## src/rtl/tx_share_arbiter_if.sv

```systemverilog
// Requester and transmit-engine signal bundle for tx_share_arbiter.
// The slave modport is the arbiter's view; master is the requester/engine side.
interface tx_share_arbiter_if #(
    parameter int N_REQ = 4,
    parameter int DW    = 8
);
    localparam int IW = $clog2(N_REQ);

    logic [N_REQ-1:0]    req_valid;
    logic [N_REQ*DW-1:0] req_data;
    logic [N_REQ-1:0]    req_ready;
    logic                eng_start;
    logic [DW-1:0]       eng_data;
    logic                eng_done;
    logic [IW-1:0]       grant_id;
    logic                busy;
    logic                err_timeout;

    modport slave (
        input  req_valid, req_data, eng_done,
        output req_ready, eng_start, eng_data, grant_id, busy, err_timeout
    );

    modport master (
        output req_valid, req_data, eng_done,
        input  req_ready, eng_start, eng_data, grant_id, busy, err_timeout
    );
endinterface

```

## src/rtl/tx_share_arbiter.sv

```systemverilog
// Round-robin sharing of one start/done transmit engine among N_REQ requesters,
// with a bounded wait for done and a timeout error that still releases the requester.
module tx_share_arbiter #(
    parameter int N_REQ   = 4,
    parameter int DW      = 8,
    parameter int TIMEOUT = 3
) (
    input  logic              clk,
    input  logic              rst,
    tx_share_arbiter_if.slave bus
);
    localparam int IW = $clog2(N_REQ);
    localparam int TW = $clog2(TIMEOUT + 1);

    localparam logic [1:0] S_IDLE  = 2'd0;
    localparam logic [1:0] S_START = 2'd1;
    localparam logic [1:0] S_WAIT  = 2'd2;
    localparam logic [1:0] S_ACK   = 2'd3;

    logic [1:0]       state_reg;
    logic [IW-1:0]    rr_ptr_reg;
    logic [IW-1:0]    grant_id_reg;
    logic [DW-1:0]    eng_data_reg;
    logic [TW-1:0]    timer_reg;
    logic [N_REQ-1:0] req_ready_reg;
    logic             eng_start_reg;
    logic             busy_reg;
    logic             err_timeout_reg;

    logic [DW-1:0]    data_arr [N_REQ];
    logic [IW-1:0]    cand_idx [N_REQ];
    logic [N_REQ-1:0] cand_hit;
    logic [IW-1:0]    winner;
    logic             any_valid;
    logic             timer_done;
    logic [IW-1:0]    next_ptr;

    genvar gi;
    generate
        for (gi = 0; gi < N_REQ; gi++) begin : g_req
            logic [IW:0] sum;
            assign data_arr[gi] = bus.req_data[gi*DW +: DW];
            // Candidate gi is the requester gi positions after the round-robin pointer.
            assign sum          = {1'b0, rr_ptr_reg} + (IW+1)'(gi);
            assign cand_idx[gi] = (sum >= (IW+1)'(N_REQ)) ? IW'(sum - (IW+1)'(N_REQ))
                                                          : sum[IW-1:0];
            assign cand_hit[gi] = bus.req_valid[cand_idx[gi]];
        end
    endgenerate

    always_comb begin
        winner = '0;
        for (int i = N_REQ - 1; i >= 0; i--) begin
            if (cand_hit[i]) begin
                winner = cand_idx[i];
            end
        end
    end

    assign any_valid  = |bus.req_valid;
    assign timer_done = (timer_reg == TW'(TIMEOUT));
    assign next_ptr   = (grant_id_reg == IW'(N_REQ - 1)) ? '0 : grant_id_reg + IW'(1);

    always_ff @(posedge clk or negedge rst) begin
        if (!rst) begin
            state_reg       <= S_IDLE;
            rr_ptr_reg      <= '0;
            grant_id_reg    <= '0;
            eng_data_reg    <= '0;
            timer_reg       <= '0;
            req_ready_reg   <= '0;
            eng_start_reg   <= 1'b0;
            busy_reg        <= 1'b0;
            err_timeout_reg <= 1'b0;
        end else begin
            eng_start_reg   <= 1'b0;
            req_ready_reg   <= '0;
            err_timeout_reg <= 1'b0;
            case (state_reg)
                S_IDLE: begin
                    if (any_valid) begin
                        grant_id_reg  <= winner;
                        eng_data_reg  <= data_arr[winner];
                        eng_start_reg <= 1'b1;
                        busy_reg      <= 1'b1;
                        state_reg     <= S_START;
                    end
                end
                S_START: begin
                    timer_reg <= TW'(1);
                    state_reg <= S_WAIT;
                end
                S_WAIT: begin
                    // Done on the last permitted cycle still counts as success.
                    if (bus.eng_done || timer_done) begin
                        req_ready_reg   <= N_REQ'(1) << grant_id_reg;
                        err_timeout_reg <= !bus.eng_done;
                        state_reg       <= S_ACK;
                    end else begin
                        timer_reg <= timer_reg + TW'(1);
                    end
                end
                S_ACK: begin
                    rr_ptr_reg <= next_ptr;
                    busy_reg   <= 1'b0;
                    state_reg  <= S_IDLE;
                end
                default: state_reg <= S_IDLE;
            endcase
        end
    end

    assign bus.req_ready   = req_ready_reg;
    assign bus.eng_start   = eng_start_reg;
    assign bus.eng_data    = eng_data_reg;
    assign bus.grant_id    = grant_id_reg;
    assign bus.busy        = busy_reg;
    assign bus.err_timeout = err_timeout_reg;
endmodule

```

## src/flat_wrapper.sv

```systemverilog
// flat-port wrapper written by rule: the top's interface ports become plain ports
module tx_share_arbiter_flat 
#(
    parameter int N_REQ   = 4,
    parameter int DW      = 8,
    parameter int TIMEOUT = 3
)
  (clk, rst, bus_req_valid, bus_req_data, bus_eng_done, bus_req_ready, bus_eng_start, bus_eng_data, bus_grant_id, bus_busy, bus_err_timeout);
  tx_share_arbiter_if #(.N_REQ(N_REQ), .DW(DW)) bus_i ();
  input  logic clk;
  input  logic rst;
  input wire logic [$bits(bus_i.req_valid)-1:0] bus_req_valid;
  input wire logic [$bits(bus_i.req_data)-1:0] bus_req_data;
  input wire logic [$bits(bus_i.eng_done)-1:0] bus_eng_done;
  output wire logic [$bits(bus_i.req_ready)-1:0] bus_req_ready;
  output wire logic [$bits(bus_i.eng_start)-1:0] bus_eng_start;
  output wire logic [$bits(bus_i.eng_data)-1:0] bus_eng_data;
  output wire logic [$bits(bus_i.grant_id)-1:0] bus_grant_id;
  output wire logic [$bits(bus_i.busy)-1:0] bus_busy;
  output wire logic [$bits(bus_i.err_timeout)-1:0] bus_err_timeout;
  assign bus_i.req_valid = bus_req_valid;
  assign bus_i.req_data = bus_req_data;
  assign bus_i.eng_done = bus_eng_done;
  assign bus_req_ready = bus_i.req_ready;
  assign bus_eng_start = bus_i.eng_start;
  assign bus_eng_data = bus_i.eng_data;
  assign bus_grant_id = bus_i.grant_id;
  assign bus_busy = bus_i.busy;
  assign bus_err_timeout = bus_i.err_timeout;
  tx_share_arbiter #(.N_REQ(N_REQ), .DW(DW), .TIMEOUT(TIMEOUT)) u_core (.clk(clk), .rst(rst), .bus(bus_i));
endmodule
```

## config.mk

```make
export PLATFORM = sky130hd
export DESIGN_NAME = tx_share_arbiter_flat
export DESIGN_NICKNAME = d
export VERILOG_FILES = /design/src/rtl/tx_share_arbiter_if.sv /design/src/rtl/tx_share_arbiter.sv /design/src/flat_wrapper.sv
export SDC_FILE = /design/constraint.sdc
export NUM_CORES = 1
export LEC_CHECK = 0
export ABC_AREA = 1
export BUFFER_PORTS_ARGS = -buffer_cell sky130_fd_sc_hd__buf_2
export CAP_MARGIN = 20
export CORE_AREA = 4 4 65 67
export DETAILED_ROUTE_END_ITERATION = 7
export DIE_AREA = 0 0 69 71
export PLACE_DENSITY = 0.82
export REMOVE_ABC_BUFFERS = 1
export SLEW_MARGIN = 20
export SYNTH_ARGS = -nofsm -noshare
export SYNTH_HDL_FRONTEND = slang
export SYNTH_SLANG_ARGS = --single-unit
```

## constraint.sdc

```tcl
create_clock -name clk -period 1.5 [get_ports clk]
set_input_delay 0 -clock clk [delete_from_list [all_inputs] [get_ports clk]]
set_output_delay 0 -clock clk [all_outputs]
set_load 0.01 [all_outputs]
```

Yosys cells after proc, flatten, opt, wreduce, memory -nomap -nowiden:

Index checks and enable logic that the tools add are counted.

* memory bits (writable): 0
* memories kept: 0
* latch bits: 0
* bits in registers: 23
* memory bits (read-only): 0
* word-level logic and storage cells: 80
* bits of input ports: 39
* output and inout port bits: 17

* $lt $le $gt $ge: 9
* divide/modulo/power cells: 0
* $mul: 0
* reduce and logical (&&, ||, !) cells: 10
* mux-type cells: 33
* bitwise operators: 1
* shift-type cells: 1
* add/sub/neg operators: 9
* equal/unequal tests: 8

Operators with widths (number)
* 2-bit 2-to-1 mux: 12
* 8-bit binary-select mux with 2-bit select: 1
* 8-bit 2-to-1 mux: 2
* 3-bit >= comparator (second input constant): 4
* 2-bit by 3-bit < comparator with 1-bit output (second input constant): 4
* 1-bit 2-to-1 mux: 9
* 1-bit binary-select mux with 2-bit select: 4
* 2-bit equality test (second input constant): 4
* 4-bit 2-to-1 mux: 2
* 2-bit one-hot mux with 4 select lines: 1
* 2-bit AND reduction: 4
* 2-bit by 1-bit subtractor with 2-bit output (second input constant): 4
* 2-bit by 2-bit adder with 3-bit output (second input constant): 2
* 2-bit by 1-bit adder with 2-bit output (second input constant): 2
* 2-bit by 1-bit != test with 1-bit output (second input constant): 2
* 2-bit one-hot mux with 2 select lines: 1
* 2-bit nonzero test: 2
* 4-bit OR reduction: 1
* 1-bit by 2-bit left shift with 4-bit output (first input constant): 1
* 2-bit by 1-bit adder with 3-bit output (second input constant): 1
* 2-bit by 3-bit >= comparator with 1-bit output (second input constant): 1
* 2-bit NOT with 3-bit output: 1
* 2-bit by 1-bit equality test with 1-bit output (second input constant): 1
* 2-bit zero test: 1
* 4 further kinds: 4

Depth between registers and ports, before layout:

* depth after elaboration: 13
* depth in mapped cells: 15
* depth with buffers taken out: 13

Worst setup path before layout:

Ideal clock, no wire load.

* path kind: register to register
* from: register u_core.rr_ptr_reg[1]
* to: register u_core.eng_data_reg[6], in the netlist u_core.bus.eng_data[6]
* stages on the path, launching flop included: 13
* clock period less this slack: 1.567 ns
* buffers on the path: 1
* library setup time: 0.124 ns
* setup slack: -0.067 ns
* data arrival time: 1.443 ns
* required time: 1.376 ns
* cells stage by stage: dfrtp_1 -> inv_2 -> nand2_1 -> nor2_1 -> nor2_4 -> nand3_2 -> nand2_2 -> nand2_4 -> nand2_2 -> buf_6 -> or2_0 -> nand3_1 -> nand3_1

* cells in the longest elaborated chain, start to end: 13
* elaborated cells on any way between the ends: 31
* classes of those cells: 7 x add/sub; 4 x order compare; 19 x mux; 1 x bitwise

Ends and longest elaborated chain
* from (decl): RTL line tx_share_arbiter.sv:21 `logic [IW-1:0] rr_ptr_reg;`
* from (signal assigned): RTL line tx_share_arbiter.sv:104 `rr_ptr_reg <= next_ptr;`
* 2-bit by 2-bit adder with 3-bit output: RTL line tx_share_arbiter.sv:44 `assign sum = {1'b0, rr_ptr_reg} + (IW+1)'(gi);`
* 3-bit >= comparator / 2-bit by 1-bit subtractor with 2-bit output (equally long branches): RTL line tx_share_arbiter.sv:45 `assign cand_idx[gi] = (sum >= (IW+1)'(N_REQ)) ? IW'(sum - (IW+1)'(N_REQ))`
* 2-bit 2-to-1 mux: RTL line tx_share_arbiter.sv:45
* 1-bit binary-select mux with 2-bit select: RTL line tx_share_arbiter.sv:47 `assign cand_hit[gi] = bus.req_valid[cand_idx[gi]];`
* 1-bit 2-to-1 mux (implied by the code): RTL line tx_share_arbiter.sv:47
* 2-bit 2-to-1 mux (3 in series): RTL line tx_share_arbiter.sv:54 `if (cand_hit[i]) begin`
* 2-bit 2-to-1 mux (*): RTL line tx_share_arbiter.sv:54
* 2-bit NOT with 3-bit output (implied by the code) (*): RTL line tx_share_arbiter.sv:83 `eng_data_reg <= data_arr[winner];`
* 8-bit binary-select mux with 2-bit select (*): RTL line tx_share_arbiter.sv:83
* 8-bit 2-to-1 mux (implied by the code) (*) (2 in series): RTL line tx_share_arbiter.sv:83
* to (signal assigned): RTL line tx_share_arbiter.sv:83
* to (decl): RTL line tx_share_arbiter.sv:23 `logic [DW-1:0] eng_data_reg;`

Every way passes the cells marked *; elsewhere a longest branch is shown, timed or not. The select of a mux whose other input is x is not followed.
A chain may end at the register's enable or synchronous reset.

Worst setup path after layout:

* from: register u_core.rr_ptr_reg[0]
* to: register u_core.eng_data_reg[3], in the netlist u_core.bus.eng_data[3]

The elaborated chain is that of the path after synthesis.

==> reports/qor.txt <==
Result of the run: finished, violations left
Violations in the final reports: negative setup slack
Vias per cell: 4.75
Most frequent cells in the layout: sky130_fd_sc_hd__nand2_1, sky130_fd_sc_hd__buf_2, sky130_fd_sc_hd__inv_1
Area of all placed cells without fillers: 2320 µm²
Number of hold-slack violations in the final timing report: 0
EDFF count, synth: 0
Startpoint of the worst-slack reg-to-reg timing path: u_core.rr_ptr_reg[0]
Post-Route Setup TNS: -2.12 ns
Total power per unit cell area: 2220 nW/µm²
Highest ir drop seen on vdd: 0.950 mV
Number of top-level pins: 56
Initial detailed-routing violation count: 137
Core Footprint: 3630 µm²
DP HPWL: 3.12 mm
Final worst path period share: 117%
Antenna fix cells: 0
Clock root buffer: sky130_fd_sc_hd__clkbuf_8
Unrepaired setup endpoints after global routing: true
Max-slew headroom: 64.9%
Leakage power: 1.35 nW
GRT overflow: 0
CTS Buf Count: 3
Type of the most critical hold path: in2reg
Most used flip-flop cell after synthesis: sky130_fd_sc_hd__dfrtp_1
Drt first pass iters: 4
Average wire per standard cell: 12.7 µm
Rows: 22
Via count of the first global-routing pass: 1504
H-tree lvl count: 1
CTS tree: done
Vias: 1686
Port bufs: 55
Synth-to-layout area growth: 43.5%
Post-synthesis instance total: 233
Post-synthesis sequential area ratio: 35.6%
Worst path arrival time: 1.91 ns
Area post-placement: 2020 µm²
Number of max-capacitance violations reported: 0
Commonest non-fill, non-tap cell in the layout: sky130_fd_sc_hd__nand2_1
Launch point of the critical path: u_core.rr_ptr_reg[0]
Post-synthesis area per instance: 6.94 µm²
Die Area: 4900 µm²
Pre-CTS worst setup slack: -0.329 ns
Number of sinks driven by the clock tree: 23
Post-detailed-routing wire length: 4.50 mm
Slew @ Worst Pin: 0.527 ns
DIE WIDTH: 69 µm
Hold path startpoint: bus_req_data[6]
Number of flip-flops in the largest register: 8
Number of slew-limit violations in the final report: 0
Drt drc: 0
Placed Cells incl. Taps: 345
Die Ht: 71 µm
Number of distinct library cells after synthesis: 28
Initial antenna violation count: 0
Nets@finish: 357
Fin crit period: 1.75 ns
Worst clock skew: 0.00188 ns
Worst setup SP type: flip-flop
Synth async-reset ratio: 100%
Clock transition time at the flip-flop clock pins of the worst setup and hold paths: 0.09 ns
Summed instance area of the synthesized netlist: 1620 µm²
Register-to-Register Setup Slack: -0.25 ns
Final weighted congestion of routability-driven global placement: 0.872
Design Power: 5.14 mW
Worst-path maximum fanout: 6
Antenna violation net count after detailed routing: 0
Maximum number of pins on one net before global-route repair: 24
First-pass GRT wire length: 6.76 mm
Post-Layout Cell Count: 355
Synth warn: 0
Buffer levels on the longest clock path: 2
Worst-skew pair later-pin latency: 0.27 ns
Required time of the worst setup path: 1.66 ns
Achievable Freq: 0.572 GHz
Final setup viols: 10
Seq cells post-synth: 23
Capturing element type of the critical path: flip-flop
Final critical-path setup slack: -0.249 ns
Share of cells above drive strength 1: 38.1%
Starting density of the core: 44.5%
Overall track demand over capacity in global routing: 16.5%
Start-to-end type of the worst setup path: reg2reg
## metrics by stage
step	hold slack [ns]	utilization (%)
2_1_floorplan	-0.296	-
3_3_place_gp	-0.00378	55.6
3_5_place_dp	0.00685	55.6
4_1_cts	0.0649	59.0
5_1_grt	0.0695	63.9
6_report	0.0632	63.9
## area by class of cell
class,instances,area (µm²)
Fill cell,307,1310
Multi-Input combinational cell,156,963
Sequential cell,23,578
Timing Repair Buffer,75,485
Inverter,49,186
Tap cell,48,60.1
Clock buffer,3,41.3
Clock inverter,1,7.51
## kinds of logic after synthesis
kind of cell             share of synthesized area [%]
AND/OR/NAND/NOR                                   37.5
adder cells (fa/ha/maj)                           7.73
buffers and inverters                             14.1
flip-flops                                        35.6
AO/OA/AOI/OAI                                     5.10
## report_power, final
group          switching, mW  total, mW  internal [mW]
Combinational           2.02       3.64           1.62
Clock                  0.210      0.398          0.188
Sequential             0.218       1.11          0.891
## synth_stat cells, types with 2 or more instances
master / count / area [µm²]
sky130_fd_sc_hd__or2_0: 2 / 12.5
sky130_fd_sc_hd__nand3_2: 2 / 20.0
sky130_fd_sc_hd__buf_2: 2 / 10.0
sky130_fd_sc_hd__buf_6: 2 / 22.5
sky130_fd_sc_hd__nor2_4: 2 / 22.5
sky130_fd_sc_hd__ha_1: 10 / 125
sky130_fd_sc_hd__o21ai_0: 7 / 35.0
sky130_fd_sc_hd__inv_1: 45 / 169
sky130_fd_sc_hd__dfrtp_1: 23 / 576
sky130_fd_sc_hd__nand2_1: 67 / 251
sky130_fd_sc_hd__inv_2: 3 / 11.3
sky130_fd_sc_hd__nand2_2: 3 / 18.8
sky130_fd_sc_hd__nand3_1: 36 / 180
sky130_fd_sc_hd__o21ai_1: 2 / 10.0
sky130_fd_sc_hd__a21oi_1: 2 / 10.0
sky130_fd_sc_hd__nor2_1: 13 / 48.8
## per-layer routing
| layer | share of wire, % | wire, µm | up-vias | GRT usage [%] |
|---|---|---|---|---|
| met1 | 42 | 1900 | 766 | 22.4 |
| li1 | - | - | 860 | - |
| met3 | 5.9 | 264 | 6 | 1.99 |
| met4 | 1.4 | 64 | 0 | 4.56 |
| met5 | 0 | 0 | - | 0 |
| met2 | 51 | 2270 | 54 | 28.0 |
## critical path, cell delays in order, from the launching register on
cell and delay [ns]:
sky130_fd_sc_hd__dfrtp_2 0.48, sky130_fd_sc_hd__buf_6 0.16, sky130_fd_sc_hd__nand2_2 0.05, sky130_fd_sc_hd__o21ai_2 0.05, sky130_fd_sc_hd__nand2_1 0.09, sky130_fd_sc_hd__nand2_1 0.07, sky130_fd_sc_hd__inv_2 0.10, sky130_fd_sc_hd__nand3_4 0.14
sky130_fd_sc_hd__nand2_8 0.13, sky130_fd_sc_hd__buf_6 0.11, sky130_fd_sc_hd__nand2_1 0.05, sky130_fd_sc_hd__nand3_1 0.07, sky130_fd_sc_hd__nand2_1 0.05, sky130_fd_sc_hd__nand2_1 0.05, sky130_fd_sc_hd__nand2_1 0.05
## path summary, 6_finish.rpt
kind,cells past startpoint,end
max in group asynchronous,2,u_core.rr_ptr_reg[0]
worst min register to register,2,u_core.bus.eng_data[1]
worst min-delay path,4,u_core.bus.eng_data[6]
worst max register to register,14,u_core.bus.eng_data[3]
min in group asynchronous,2,u_core.state_reg[0]
worst max-delay path,14,u_core.bus.eng_data[3]
## repair_timing
item,CTS,global route
pin swaps,6,18
hold buffers,2,0
endpoints found under the hold margin,24,0
setup endpoints to repair,10,12
gates resized for setup,14,34
setup buffers,1,1
gates cloned,1,1
Power figures use the tool's default switching activity.
